## config.mk

```make
export PLATFORM = sky130hd
export DESIGN_NAME = fetch_unit
export DESIGN_NICKNAME = d
export VERILOG_FILES = /design/src/rtl/fetch_unit.sv
export SDC_FILE = /design/constraint.sdc
export NUM_CORES = 1
export LEC_CHECK = 0
export ABC_AREA = 1
export CAP_MARGIN = 0
export CORE_ASPECT_RATIO = 0.75
export CORE_MARGIN = 2
export CORE_UTILIZATION = 48
export DETAILED_ROUTE_END_ITERATION = 6
export PLACE_DENSITY_LB_ADDON = 0.1
export SLEW_MARGIN = 40
export SYNTH_ARGS = -nofsm -noshare
export SYNTH_HDL_FRONTEND = slang
export SYNTH_SLANG_ARGS = --single-unit
```

## constraint.sdc

```tcl
create_clock -name i_clk -period 2.25 [get_ports i_clk]
set_input_delay 0.45 -clock i_clk [delete_from_list [all_inputs] [get_ports i_clk]]
set_output_delay 0.45 -clock i_clk [all_outputs]
set_load 0.01 [all_outputs]
```

## src/rtl/fetch_unit.sv

```systemverilog
// Instruction fetch stage: owns the PC, issues word reads and
// buffers up to two {pc, insn} entries for the decoder.
module fetch_unit #(
  parameter logic [31:0] RESET_VECTOR = 32'h0000_0000,
  parameter logic [31:0] NOP_WORD     = 32'h0000_0013
) (
  input  logic        i_clk,
  input  logic        i_rst,
  output logic [31:0] o_imem_addr,
  output logic        o_imem_req,
  input  logic        i_imem_ack,
  input  logic [31:0] i_imem_data,
  input  logic        i_redirect,
  input  logic [31:0] i_redirect_pc,
  output logic [31:0] o_opcode,
  output logic [31:0] o_pc,
  output logic        o_valid,
  input  logic        i_ready
);

  typedef enum logic {FETCH, DROP} state_e;

  typedef struct packed {
    logic [31:0] pc;
    logic [31:0] insn;
  } entry_t;

  state_e      state_q, state_d;
  logic [31:0] pc_q, pc_d;
  logic [31:0] tgt_q, tgt_d;
  logic [1:0]  cnt_q, cnt_d;
  entry_t      e0_q, e0_d;
  entry_t      e1_q, e1_d;
  entry_t      new_e;
  logic [31:0] rd_pc;
  logic        push;
  logic        pop;

  assign rd_pc = i_redirect_pc & ~32'h3;
  assign new_e = '{pc: pc_q, insn: i_imem_data};

  // DROP keeps the stale request alive until memory acks it.
  assign o_imem_req = !i_rst &&
    ((state_q == DROP) || (cnt_q != 2'd2));
  assign o_imem_addr = pc_q;

  assign o_valid  = (cnt_q != 2'd0);
  assign o_opcode = o_valid ? e0_q.insn : NOP_WORD;
  assign o_pc     = o_valid ? e0_q.pc : 32'h0;

  assign push = (state_q == FETCH) && o_imem_req &&
    i_imem_ack && !i_redirect;
  assign pop = o_valid && i_ready && !i_redirect;

  always_comb begin
    state_d = state_q;
    pc_d    = pc_q;
    tgt_d   = tgt_q;
    cnt_d   = cnt_q;
    e0_d    = e0_q;
    e1_d    = e1_q;

    unique case ({push, pop})
      2'b10: begin
        cnt_d = cnt_q + 2'd1;
        if (cnt_q == 2'd0) e0_d = new_e;
        else               e1_d = new_e;
      end
      2'b01: begin
        cnt_d = cnt_q - 2'd1;
        e0_d  = e1_q;
      end
      2'b11: begin
        if (cnt_q == 2'd1) begin
          e0_d = new_e;
        end else begin
          e0_d = e1_q;
          e1_d = new_e;
        end
      end
      default: ;
    endcase

    if (push) pc_d = pc_q + 32'd4;

    unique case (state_q)
      FETCH: begin
        if (i_redirect) begin
          cnt_d = 2'd0;
          if (o_imem_req && !i_imem_ack) begin
            state_d = DROP;
            tgt_d   = rd_pc;
          end else begin
            pc_d = rd_pc;
          end
        end
      end
      DROP: begin
        cnt_d = 2'd0;
        if (i_imem_ack) begin
          state_d = FETCH;
          pc_d    = i_redirect ? rd_pc : tgt_q;
        end else if (i_redirect) begin
          tgt_d = rd_pc;
        end
      end
      default: state_d = FETCH;
    endcase
  end

  always_ff @(posedge i_clk) begin
    if (i_rst) begin
      state_q <= FETCH;
      pc_q    <= RESET_VECTOR;
      tgt_q   <= RESET_VECTOR;
      cnt_q   <= 2'd0;
      e0_q    <= '0;
      e1_q    <= '0;
    end else begin
      state_q <= state_d;
      pc_q    <= pc_d;
      tgt_q   <= tgt_d;
      cnt_q   <= cnt_d;
      e0_q    <= e0_d;
      e1_q    <= e1_d;
    end
  end

endmodule
```

==> metrics.md, run 1 <==
| Metric | Value |
|---|---|
| Port Buffers | 164 |
| Final period utilization | 97.9% |
| Cell internal pwr | 0.00570 W |
| Final ANT Viol Nets | 0 |
| Compound-Gate Fraction of Synth Area | 23.7% |
| Die Area | 21800 um2 |
| CTS Hold Bufs | 0 |
| Most frequent cells in the layout | nand2_1 (276), nor2_1 (236), o21ai_0 (196) |
| Starting Density | 48.9% |
| Yosys warns | 0 |
| Core ar. | 20200 um2 |
| DP Cell Count | ~1900 |
| WHS Endpoint | tgt_q[0] |
| Total grt overflow | 0 |
| Die Ht | about 130 um |
| Non-Filler Instances | 1947 |
| FP Rows | 45 |
| Final setup violation count | 0 |
| XOR/XNOR Fraction of Synth Area | roughly 1.2% |
| Gate Count Post-Synth | around 1500 |
| Total number of vias | around 11000 |
| Drt total wl | 29600 um |
| M2 GR Usage | 42.2% |
| Area share of and/or/nand/nor cells after synthesis | 25.0% |
| Fraction of layout instances using a drive strength above 1 | 8.53% |
| Mapped cell area | 9890 um2 |
| Sink Count | a little under 200 |
| Syn Nets | 1599 |
| Commonest non-fill, non-tap cell in the layout | nand2_1 |
| Max-slew headroom | between 60% and 70% |
| First-pass GRT wire length | 47200 um |
| DR iter-0 viols | 1061 |
| Final hold slack | 0.405 ns |
| Global Route met1 Usage | 38.8% |
| Overall routing resource usage | 26.9% |
| Sequential Power Share | 46.7% |
| P&R area growth vs syn | 29.4% |
| H-Tree Depth | 4 |
| Max FO, Critical Path | 24 |
| Fmax | 454 MHz |
| Reg2reg end | e1_q[13] |
| Worst R2R Start | cnt_q[0] |
| FF-to-FF setup slack | 0.11 ns |
| Maximum buffer depth of the clock tree | 2 |
| Gr busiest metal | met2 |
| Largest net degree at the start of global routing | 136 |
| Hold Crit Depth | 4 |
| I/O pin count | 167 |
| 1st-pass router iterations | 5 |
| Synth Register Bits | 195 |
| Diodes inserted | 0 |
| Fin crit period | 2.20 ns |
| Switching pwr | 0.00239 W |
| HP Class | input pin to register |
| Post-synthesis adder-cell area fraction | less than 1% |
| WL/cell | 15.2 um |
| DP HPWL | 19500 um |
| Filler cells | approximately 1900 |
| Total CTS buffers | 17 |
| Register area share after synthesis | 39.5% |
| MaxCap Viol Count | 0 |
| Actual slew at the worst max-slew pin | 0.573 ns |
| Avg Cell Area, Syn | 6.48 um2 |
| Netlist cell types | 34 |
| Met3 Use GR | just under 4% |
| Combinational power share | 15.1% |
| CTS tree | built |
| Clock Power Share | 38.2% |
| Fin util | 63.3% |
| Pwr/cell area | 632 nW/um2 |
| Clock skew | between 0.009 and 0.01 ns |
| Clock transition at path regs | 0.08 ns |
| WP data required | between 1.5 and 2 ns |
| Crit path launch type | register |
| Crit path capture type | output pin |
| Peak supply drop | about 0.00045 V |
| Initial antenna violation count | 0 |
| Final Slew Violations | 0 |
| Gpl congestion | 0.923 |
| Critical path arrival | 1.75 ns |
| Total power | 0.00808 W |
| Mux cell area share after synthesis | 0.304% |
| Clk Latency, worst-skew pair | ~0.43 ns |
| Fin. Hold Viols | 0 |
| Outcome | finished clean |
| Sw frac | 29.6% |
| Static Leak | 5.45 nW |
| Die W | 170 um |
| CTS root buffer | clkbuf_16 |
| Main combinational cell family by area after synthesis | simple AND/OR/NAND/NOR gates |
| Worst Hold Launch | i_redirect |
| Vias in the first global route | 9124 |
| RSZ-0062 raised after global routing | false |
| Nets@finish | 1749 |
| Reg2Reg Depth | 14 |
| Residual DRC | 0 |
| Critical path class | register to output pin |
| Vias/cell | 5.40 |
cell families (layout without fill, tap and decap cells):
kind of cell,count (synthesis),count (layout)
and+or+nand+nor,617,617
AOI/OAI and AO/OA,449,449
buffers and inverters,245,408
DFF,195,195
xor gates and xnor gates,13,13
adders and majority gates,4,4
muxes,3,3
cells in the mapped netlist:
cell | count | area share [%]
inv_1 | 130 | 4.9
o22ai_1 | 8 | 0.51
clkbuf_1 | 70 | 2.7
buf_2 | 30 | 1.5
inv_2 | 4 | 0.15
nand4_1 | 5 | 0.32
nand3b_1 | 1 | 0.076
buf_1 | 5 | 0.19
a2111oi_1 | 1 | 0.10
nor2_2 | 4 | 0.25
o21bai_1 | 1 | 0.076
buf_4 | 4 | 0.30
o21ai_1 | 42 | 2.1
o21ai_0 | 196 | 9.9
clkinv_1 | 1 | 0.038
nor2_4 | 1 | 0.11
dfxtp_1 | 195 | 39
or2_2 | 4 | 0.25
nand2_1 | 276 | 10
nor2_1 | 241 | 9.1
xor2_1 | 11 | 0.97
nand3_1 | 78 | 3.9
ha_1 | 4 | 0.51
a22oi_1 | 3 | 0.23
nand2_2 | 3 | 0.19
inv_4 | 1 | 0.063
nor3_2 | 1 | 0.10
a31oi_1 | 43 | 2.7
nor3_1 | 3 | 0.15
a21oi_1 | 153 | 7.7
mux2i_1 | 3 | 0.30
a21o_1 | 1 | 0.076
a21oi_4 | 1 | 0.16
xnor2_1 | 2 | 0.18
metrics by stage:
step                worst slack [ns]  TNS (ns)  cell area (um2)
CTS                           0.0365         0            12700
global route                 0.00451         0            12800
finish                        0.0474         0            12800
floorplan                      0.485         0             9890
detailed placement           -0.0535   -0.0636            12100
global placement             -0.0323   -0.0340            12100
registers in the layout (all words and copies together) (netlist names):
| name | count |
|---|---|
| tgt_q | 32 |
| o_imem_addr | 32 |
| e0_q | 64 |
| e1_q | 64 |
| state_q | 1 |
| cnt_q | 2 |
critical path: stages, from the launching register on:
cell,delay [ns]
dfxtp_2,0.34
inv_2,0.06
ha_4,0.18
buf_12,0.14
buf_16,0.16
or2_2,0.29
buf_2,0.14
worst max-delay path by stage:
stage	start	end	slack [ns]	cells past startpoint
finish	cnt_q[0]	o_opcode[0]	0.05	6
global route	cnt_q[1]	e1_q[32]	0.005	13
floorplan	cnt_q[0]	e1_q[13]	0.49	12
CTS	cnt_q[0]	o_pc[10]	0.04	6
global placement	i_imem_ack	o_imem_addr[16]	-0.03	12
detailed placement	i_imem_ack	o_imem_addr[16]	-0.05	12
power by group through the flow:
stage          clock network [W]  logic, W  registers [W]
4_1_cts                  0.00313   0.00122        0.00377
6_report                 0.00309   0.00122        0.00377
2_1_floorplan                  0  0.000662        0.00382
3_5_place_dp                   0   0.00120        0.00385
3_3_place_gp                   0   0.00118        0.00385
5_1_grt                  0.00326   0.00136        0.00380
routing by layer:
layer | wire length, um | share of wire (%) | vias up
li1 | - | - | 5292
met1 | 14400 | 49 | 4863
met2 | 13300 | 45 | 334
met3 | 1680 | 5.7 | 22
met4 | 242 | 0.82 | 0
met5 | 0 | 0 | -
cell type report:
class	count	area [um2]	share of cell area, %
clock buffer	18	439	3.43
clock inverter	14	160	1.25
tap	258	323	2.52
multi-input combinational	1086	5050	39.5
timing repair buffer	240	2390	18.7
sequential	195	3910	30.5
inverter	136	518	4.05
repair_timing:
action,CTS,global route
setup endpoints to repair,66,5
cloned,1,1
buffers inserted,3,2
gates resized for setup,88,1
pin swaps,1,1
Power figures use the tool's default switching activity.
==> run 2, diff against run 1 <==
--- a/config.mk
+++ b/config.mk
@@ -7,11 +7,14 @@
 export LEC_CHECK = 0
 export ABC_AREA = 1
 export CAP_MARGIN = 0
+export CELL_PAD_IN_SITES_DETAIL_PLACEMENT = 1
+export CELL_PAD_IN_SITES_GLOBAL_PLACEMENT = 1
 export CORE_ASPECT_RATIO = 0.75
 export CORE_MARGIN = 2
-export CORE_UTILIZATION = 48
+export CORE_UTILIZATION = 37
 export DETAILED_ROUTE_END_ITERATION = 6
 export PLACE_DENSITY_LB_ADDON = 0.1
+export SKIP_CTS_REPAIR_TIMING = 1
 export SLEW_MARGIN = 40
 export SYNTH_ARGS = -nofsm -noshare
 export SYNTH_HDL_FRONTEND = slang
==> run 2 against run 1 <==
  * Power grew 1.1%
  * Clock-buffer cell count stayed put
  * Via count rose by 2.2%
  * First-iteration DRC count is 47% lower
  * Routed wire length up 19%
  * Sequential power barely moved
  * Die area up 29%
  * Cell count rose by 4.2%
  * Critical path type unchanged
  * Non-clock buffer count decreased by 4
  * Sequential share of layout area down 0.70 points
  * Flip-flop and latch count did not move
  * Register-to-register slack better by 0.04 ns
  * Largest cell class unchanged
==> metrics.md, run 2 (synthesis results as in run 1) <==
| Metric | Value |
|---|---|
| Outcome | finished clean |
| Diodes inserted | 0 (unchanged) |
| Max-slew headroom | 52.7% (-9.1 points) |
| Reg2Reg Depth | 14 (unchanged) |
| Residual DRC | 0 (unchanged) |
| FP Rows | 51 (+13%) |
| Actual slew at the worst max-slew pin | 0.710 ns (+0.137 ns) |
| Placed inst area | 12300 um2 (+1.0%) |
| Pwr/cell area | 624 nW/um2 (-1.3%) |
| CTS root buffer | clkbuf_16 |
| Critical path class | register to output pin |
| Fmax | 460 MHz (+1.2%) |
| FF-to-FF setup slack | 0.15 ns (+0.04 ns) |
| 1st-pass router iterations | 5 (unchanged) |
| Final setup violation count | 0 (unchanged) |
| Total grt overflow | 0 (unchanged) |
| WP data required | 1.80 ns (about the same) |
| Non-Filler Instances | 2029 (+4.2%) |
| Sink Count | 195 (unchanged) |
| WL/cell | 17.4 um (+14%) |
| Total number of vias | 10744 (+2.2%) |
| Switching pwr | 0.00240 W (+0.26%) |
| Post-route cell area | 13100 um2 (+2.4%) |
| Final TNS setup | 0 ns (unchanged) |
| Die Area | 28100 um2 (+29%) |
| Combinational power share | 15.7% (+0.6 points) |
| I/O pin count | 167 (unchanged) |
| Static Leak | 6.29 nW (+15%) |
| Area of the multi-input gates | 5050 um2 (unchanged) |
| Clock transition at path regs | 0.08 ns (about the same) |
| DP Cell Count | 1994 (+4.5%) |
| Die Ht | 146 um (+13%) |
| Most frequent cells in the layout | nand2_1 (276), nor2_1 (236), o21ai_0 (196) |
| DR iter-0 viols | 560 (-47%) |
| Critical Path Start | cnt_q[0] |
| Starting Density | 37.9% (-11 points) |
| Crit path launch type | register |
| Worst Hold Launch | i_redirect |
| RSZ-0062 raised after global routing | false |
| Clock skew | 0.0133 ns (+0.00351 ns) |
| WHS Endpoint | tgt_q[1] |
| Overall routing resource usage | 24.7% (-2.2 points) |
| Total CTS buffers | 17 (unchanged) |
| Core ar. | 26100 um2 (+29%) |
| Gpl congestion | 0.847 (-8.2%) |
| Commonest non-fill, non-tap cell in the layout | nand2_1 |
| Port Buffers | 164 (unchanged) |
| Drt total wl | 35200 um (+19%) |
| Sw frac | 29.3% (-0.24 points) |
| Worst R2R Start | cnt_q[0] |
| Sequential Power Share | 46.2% (-0.5 points) |
| Final period utilization | 96.7% (-1.2 points) |
| P&R area growth vs syn | 32.4% |
| Critical path arrival | 1.73 ns (-0.02 ns) |
| MaxCap Viol Count | 0 (unchanged) |
| CTS tree | built |
| Cell internal pwr | 0.00578 W (+1.4%) |
| Biggest regs | e0_q (64), e1_q (64) |
| First-pass GRT wire length | 55500 um (+18%) |
| Reg2reg end | e1_q[20] |
| Peak supply drop | 0.000543 V (+19%) |
| Final Slew Violations | 0 (unchanged) |
| Register area | 3910 um2 (about the same) |
| Initial antenna violation count | 0 (unchanged) |
| Vias in the first global route | 10453 (+15%) |
| Fin crit period | 2.18 ns (-0.0267 ns) |
| Largest net degree at the start of global routing | 156 (+15%) |
| Vias/cell | 5.30 (-1.9%) |
| H-Tree Depth | 4 (unchanged) |
| Clock Power Share | 38.1% (about the same) |
| Maximum buffer depth of the clock tree | 2 (unchanged) |
| Fin. Hold Viols | 0 (unchanged) |
| Filler cells | 3356 (+80%) |
| Die W | 193 um (+14%) |
| HP Class | input pin to register |
| Final ANT Viol Nets | 0 (unchanged) |
| DP HPWL | 23800 um (+22%) |
| Clk Latency, worst-skew pair | 0.45 ns (+0.02 ns) |
| Fraction of layout instances using a drive strength above 1 | 8.19% (-0.34 points) |
| Hold Crit Depth | 4 (unchanged) |
| Nets@finish | 1745 (-0.23%) |
| Crit path capture type | output pin |
| Max FO, Critical Path | 12 (-50%) |
## run 2: changes by cell type in the layout (fill, tap and decap cells not counted), moves of 3 or more
cell            delta
buf_2              -3
buf_4              -3
dlygate4sd2_1     -62
dlymetal6s2s_1    +65
clkinvlp_4         +3
clkinv_8           -3
## run 2: metrics by stage
| step | util [%] | hold slack, ns | setup slack (ns) | total power (W) |
|---|---|---|---|---|
| 2_1_floorplan | - | 0.425 | 0.485 | 0.00448 |
| 3_3_place_gp | 47.0 | 0.436 | -0.0317 | 0.00507 |
| 3_5_place_dp | 47.0 | 0.438 | -0.0802 | 0.00511 |
| 4_1_cts | 49.2 | 0.406 | -0.372 | 0.00823 |
| 5_1_grt | 50.2 | 0.455 | 0.000710 | 0.00855 |
| 6_report | 50.2 | 0.423 | 0.0741 | 0.00817 |
## run 2: how the worst max path moves through the flow
| stage | cells past startpoint | to |
|---|---|---|
| 4_1_cts | 5 | o_pc[23] |
| 5_1_grt | 5 | o_opcode[4] |
| 3_3_place_gp | 12 | o_imem_addr[13] |
| 2_1_floorplan | 12 | e1_q[13] |
| 6_report | 5 | o_opcode[1] |
| 3_5_place_dp | 12 | o_imem_addr[16] |
## run 2: critical path, stage by stage (launching register included)
cell and delay [ns]:
dfxtp_2 0.36, inv_2 0.06, ha_4 0.22, clkbuf_16 0.19, or2_2 0.27, dlymetal6s2s_1 0.17
## run 2: cell type report
cell class	count	area share [%]
clock inverter	14	1.15
timing repair buffer	236	19.9
clock buffer	18	3.35
sequential	195	29.8
inverter	136	3.93
tap	344	3.29
multi-input combinational	1086	38.6
## run 2: power groups by stage
stage               clock network (W)  logic, W  registers [W]
floorplan                           0  0.000662        0.00382
global placement                    0   0.00123        0.00384
detailed placement                  0   0.00127        0.00385
global route                  0.00333   0.00143        0.00379
finish                        0.00312   0.00128        0.00377
CTS                           0.00318   0.00128        0.00377
## run 2: per-layer routing
metal	global-route usage [%]	vias up	routed length (um)
met1	34.5	5228	17000
met5	0	-	0
li1	-	5293	-
met2	40.3	191	16600
met4	5.61	0	412
met3	3.35	32	1190
